--- src/rtl/entry_exit_detector.sv ---
// Two-beam vehicle entry/exit detector: synchronize, debounce, then sequence-match A/B.
// Optional macro SEQ_ERR_EN adds a one-cycle seq_err strobe on every entry into WAIT_CLR.
module entry_exit_detector #(
   parameter int DEBOUNCE_CYCLES = 4,
   parameter int CNT_W           = 8
) (
   input  logic       clk,
   input  logic       reset,
   input  logic       sensor_a,
   input  logic       sensor_b,
   output logic       up,
   output logic       down,
   output logic       enable,
`ifdef SEQ_ERR_EN
   output logic       seq_err,
`endif
   output logic [1:0] deb_ab
);

   localparam int NUM_SENS = 2;
   localparam logic [CNT_W-1:0] CNT_LAST = CNT_W'(DEBOUNCE_CYCLES - 1);

   typedef enum logic [2:0] {
      IDLE, EN1, EN2, EN3, EX1, EX2, EX3, WAIT_CLR
   } state_t;

   // bit 1 = outer beam A, bit 0 = inner beam B, so deb lines up with {a,b}
   logic [NUM_SENS-1:0]            pins, sync1, sync2, deb;
   logic [NUM_SENS-1:0][CNT_W-1:0] cnt;

   state_t state, state_nx;
   logic   up_nx, down_nx;

   assign pins   = {sensor_a, sensor_b};
   assign deb_ab = deb;

   always_ff @(posedge clk) begin
      if (reset) begin
         sync1 <= '0;
         sync2 <= '0;
      end else begin
         sync1 <= pins;
         sync2 <= sync1;
      end
   end

   // A sensor must disagree with its debounced value for DEBOUNCE_CYCLES
   // consecutive samples before the debounced value follows it.
   always_ff @(posedge clk) begin
      if (reset) begin
         cnt <= '0;
         deb <= '0;
      end else begin
         for (int i = 0; i < NUM_SENS; i++) begin
            if (sync2[i] == deb[i]) begin
               cnt[i] <= '0;
            end else if (cnt[i] == CNT_LAST) begin
               deb[i] <= sync2[i];
               cnt[i] <= '0;
            end else begin
               cnt[i] <= cnt[i] + CNT_W'(1);
            end
         end
      end
   end

   always_ff @(posedge clk) begin
      if (reset) state <= IDLE;
      else       state <= state_nx;
   end

   always_comb begin
      state_nx = state;
      up_nx    = 1'b0;
      down_nx  = 1'b0;
      case (state)
         IDLE: case (deb)
            2'b10:   state_nx = EN1;
            2'b01:   state_nx = EX1;
            2'b11:   state_nx = WAIT_CLR;
            default: state_nx = state;
         endcase
         EN1: case (deb)
            2'b11:   state_nx = EN2;
            2'b00:   state_nx = IDLE;
            2'b01:   state_nx = WAIT_CLR;
            default: state_nx = state;
         endcase
         EN2: case (deb)
            2'b01:   state_nx = EN3;
            2'b10:   state_nx = EN1;
            2'b00:   state_nx = WAIT_CLR;
            default: state_nx = state;
         endcase
         EN3: case (deb)
            2'b00: begin
               state_nx = IDLE;
               up_nx    = 1'b1;
            end
            2'b11:   state_nx = EN2;
            2'b10:   state_nx = WAIT_CLR;
            default: state_nx = state;
         endcase
         EX1: case (deb)
            2'b11:   state_nx = EX2;
            2'b00:   state_nx = IDLE;
            2'b10:   state_nx = WAIT_CLR;
            default: state_nx = state;
         endcase
         EX2: case (deb)
            2'b10:   state_nx = EX3;
            2'b01:   state_nx = EX1;
            2'b00:   state_nx = WAIT_CLR;
            default: state_nx = state;
         endcase
         EX3: case (deb)
            2'b00: begin
               state_nx = IDLE;
               down_nx  = 1'b1;
            end
            2'b11:   state_nx = EX2;
            2'b01:   state_nx = WAIT_CLR;
            default: state_nx = state;
         endcase
         WAIT_CLR: begin
            if (deb == 2'b00) state_nx = IDLE;
         end
         default: state_nx = IDLE;
      endcase
   end

   always_ff @(posedge clk) begin
      if (reset) begin
         up     <= 1'b0;
         down   <= 1'b0;
         enable <= 1'b0;
      end else begin
         up     <= up_nx;
         down   <= down_nx;
         enable <= up_nx ^ down_nx;
      end
   end

`ifdef SEQ_ERR_EN
   // Strobe only on the entering edge, not while parked in WAIT_CLR.
   always_ff @(posedge clk) begin
      if (reset) seq_err <= 1'b0;
      else       seq_err <= (state_nx == WAIT_CLR) && (state != WAIT_CLR);
   end
`endif

endmodule
--- config.mk ---
export PLATFORM = sky130hd
export DESIGN_NAME = entry_exit_detector
export DESIGN_NICKNAME = d
export VERILOG_FILES = /design/src/rtl/entry_exit_detector.sv
export SDC_FILE = /design/constraint.sdc
export NUM_CORES = 1
export LEC_CHECK = 0
export ABC_CLOCK_PERIOD_IN_PS = 4900
export CAP_MARGIN = 20
export CORE_AREA = 2 2 42 83
export DETAILED_ROUTE_END_ITERATION = 8
export DIE_AREA = 0 0 44 85
export GPL_TIMING_DRIVEN = 0
export PLACE_DENSITY = 0.67
export SYNTH_ARGS = -nofsm -noshare
export SYNTH_HDL_FRONTEND = slang
export SYNTH_SLANG_ARGS = --single-unit
export TNS_END_PERCENT = 10
--- constraint.sdc ---
create_clock -name clk -period 4.9 [get_ports clk]
set_input_delay 0.735 -clock clk [delete_from_list [all_inputs] [get_ports clk]]
set_output_delay 0.735 -clock clk [all_outputs]
set_load 0.1 [all_outputs]
==> impl_metrics.ini <==
[layout]
fillCellCount = 292
stdcell_count = 199
final_common_cell = dfxtp_1
final_cell_mix = 28 x dfxtp_1, 21 x nor2_1, 12 x nand3_1
syn_to_final_growth_pct = 12.6
nNetsFinal = 182
drive_gt1_share_pct = 12.5
num_antenna_cells = 0

[hold_path]
hp-class = register to register
min_to = sync2[1]$_SDFF_PP0_
hold_depth = 1
min_from = sync1[1]$_SDFF_PP0_

[clocking]
cts_tree = done
clk_pin_slew_ns = 0.09
cts_sinks = 28
clk_path_buf_depth = 2
clk_latency_ns = 0.28
cts_setup_buffers = 0
h-tree-depth = 1
cts_resized = 0
ctsRootBufferMaster = clkbuf_8
cts_hold_buf = 0
cts_inserted_buffers = 3

[critical_path]
crit_path_max_fanout = 7
path_cells = clkdlybuf4s50_1
reg2reg_from = deb_ab[1]$_SDFFE_PP0P_
critPathKind = register to output pin
critPathMaxStageDelay_ns = 1.20
ff2ff_path_depth = 7
r2r_end = state[2]$_SDFFE_PP0P_
critPathArrivalTime_ns = 2.00
worst-path-buf-inv = 1
crit_family = buffers and inverters
reg2reg_slack_ns = 2.38
endpoint_kind = output pin
cp_data_required_time_ns = 4.16
slowest_stage = clkdlybuf4s50_1
cp-start-kind = register

[floorplan]
initial_utilization_pct = 48.3
dieArea_mm2 = 0.00374
coreArea_mm2 = 0.00312
io_pins = 9
chipHeight_um = 85
row_count = 29
die_w_um = 44

[detailed_routing]
vias = 1134
drtPass1Iterations = 4
ant_nets = 0
dr.first_iter.drc_count = 25
routed_wl_um = 2890
avgViaCountPerCell = 5.70
routedWlPerCell_um = 14.5
drc = 0

[status]
outcome = finished clean

[timing]
relSlewSlack_pct = 35.4
max_freq_mhz = 366
finalSetupViolCount = 0
period_share_pct = 55.8
fin_crit_ns = 2.74
rsz0062_at_grt = false
drv_slew = 0
worst_pin_slew_ns = 0.965
clock_skew_ns = 0.00492
fin_setup_tns_ns = 0
timing.hold.ws_ns = 0.452
hold_viol = 0

[grt]
antenna_found_initial = 0
first_global_vias = 1192
grt_max_degree = 17
grt_overflow = 0
grt_use_total_pct = 17.9
grt_pass1_wl_um = 5060

[logic_synthesis]
synthCells = 156
synth-edff-count = 0
yosysWarnings = 0
ys_seq_area_share_pct = 37.2
async_reset_ff_share_pct = 0
synth_top_area_cell = dfxtp_1
netlist_area_mm2 = 0.00151
synth_area_leaders = dfxtp_1 37%, ha_1 7.5%, xor2_1 5.8%
synth_nets = 169
ys_types = 40
ys_ff_latch = 28
synth_ff_type = dfxtp_1
syn_area_per_cell_um2 = 9.66
netlist.area_leader.share_pct = 37.2

[power_and_ir_drop]
leakagePower_uw = 0.000634
ir_drop_v = 0.000194
power_density_mw_per_mm2 = 290

[place]
placedCellCount = 195
finalWeightedCongestion = 0.823
io_buffers = 8
hpwl_um = 2290

[flow_run]
cap_violations = 0
-- cells by family after synthesis --
| family | synth area share, % |
|---|---|
| compound gates | 9.05 |
| flops | 37.2 |
| mux | 5.89 |
| xor+xnor | 8.13 |
| buf+inv | 5.89 |
| fa+ha+maj | 7.47 |
| simple gates | 26.4 |
-- registers in the layout, indices dropped and copies added (netlist names) --
register,flops
up,1
sync2,2
enable,1
state,3
deb_ab,2
down,1
sync1,2
cnt,16
-- power breakdown --
group	switching [µW]	internal (µW)	total [µW]
clock network	70.3	110	180
logic	36.8	38.8	75.6
registers	4.13	233	237
-- routing by layer --
| layer | up-vias | GRT usage (%) | wire (µm) |
|---|---|---|---|
| met4 | 0 | 8.54 | 67 |
| met3 | 5 | 1.91 | 43 |
| li1 | 564 | - | - |
| met2 | 18 | 35.3 | 1740 |
| met1 | 547 | 16.7 | 1040 |
| met5 | - | 0 | 0 |
-- layout make-up --
class,instances,area (µm²),area share (%)
buffer,5,73.8,4.35
clock buffer,3,41.3,2.43
clock inverter,1,30.0,1.77
inverter,4,15.0,0.884
multi-input combinational,119,858,50.6
sequential,28,561,33.0
tap,31,38.8,2.28
timing repair buffer,8,80.1,4.72
-- per-stage QoR --
step	setup slack, ns	power, µW	area, µm²	utilization (%)
final	2.16	492	1700	54.4
after global routing	2.12	512	1700	54.4
after CTS	2.15	495	1700	54.4
after detailed placement	2.40	317	1630	52.1
after global placement	2.45	315	1630	52.1
after floorplan	1.90	302	1510	-
-- Yosys cell counts (2+ instances only) --
| library cell | instances |
|---|---|
| a21oi_1 | 3 |
| or2_2 | 2 |
| o21ai_0 | 5 |
| xor2_1 | 10 |
| dfxtp_1 | 28 |
| nor4_1 | 2 |
| and3_2 | 2 |
| nor2b_1 | 7 |
| nor3_1 | 3 |
| nor2_1 | 21 |
| xnor2_1 | 4 |
| or3_1 | 2 |
| and3_1 | 6 |
| nor4b_1 | 2 |
| mux2i_1 | 4 |
| nand2_1 | 8 |
| ha_1 | 9 |
| nand3_1 | 12 |
| inv_1 | 4 |
| buf_6 | 2 |
-- how the worst max path moves through the flow --
stage	startpoint	cells after the start	slack, ns	endpoint
floorplan	deb_ab[0]$_SDFFE_PP0P_	7	1.90	state[1]$_SDFFE_PP0P_
global placement	deb_ab[0]$_SDFFE_PP0P_	7	2.45	state[2]$_SDFFE_PP0P_
detailed placement	deb_ab[1]$_SDFFE_PP0P_	7	2.40	state[2]$_SDFFE_PP0P_
CTS	deb_ab[1]$_SDFFE_PP0P_	1	2.15	deb_ab[1]
global route	deb_ab[1]$_SDFFE_PP0P_	1	2.12	deb_ab[1]
finish	deb_ab[1]$_SDFFE_PP0P_	1	2.16	deb_ab[1]
(Power assumes the default switching activity.)
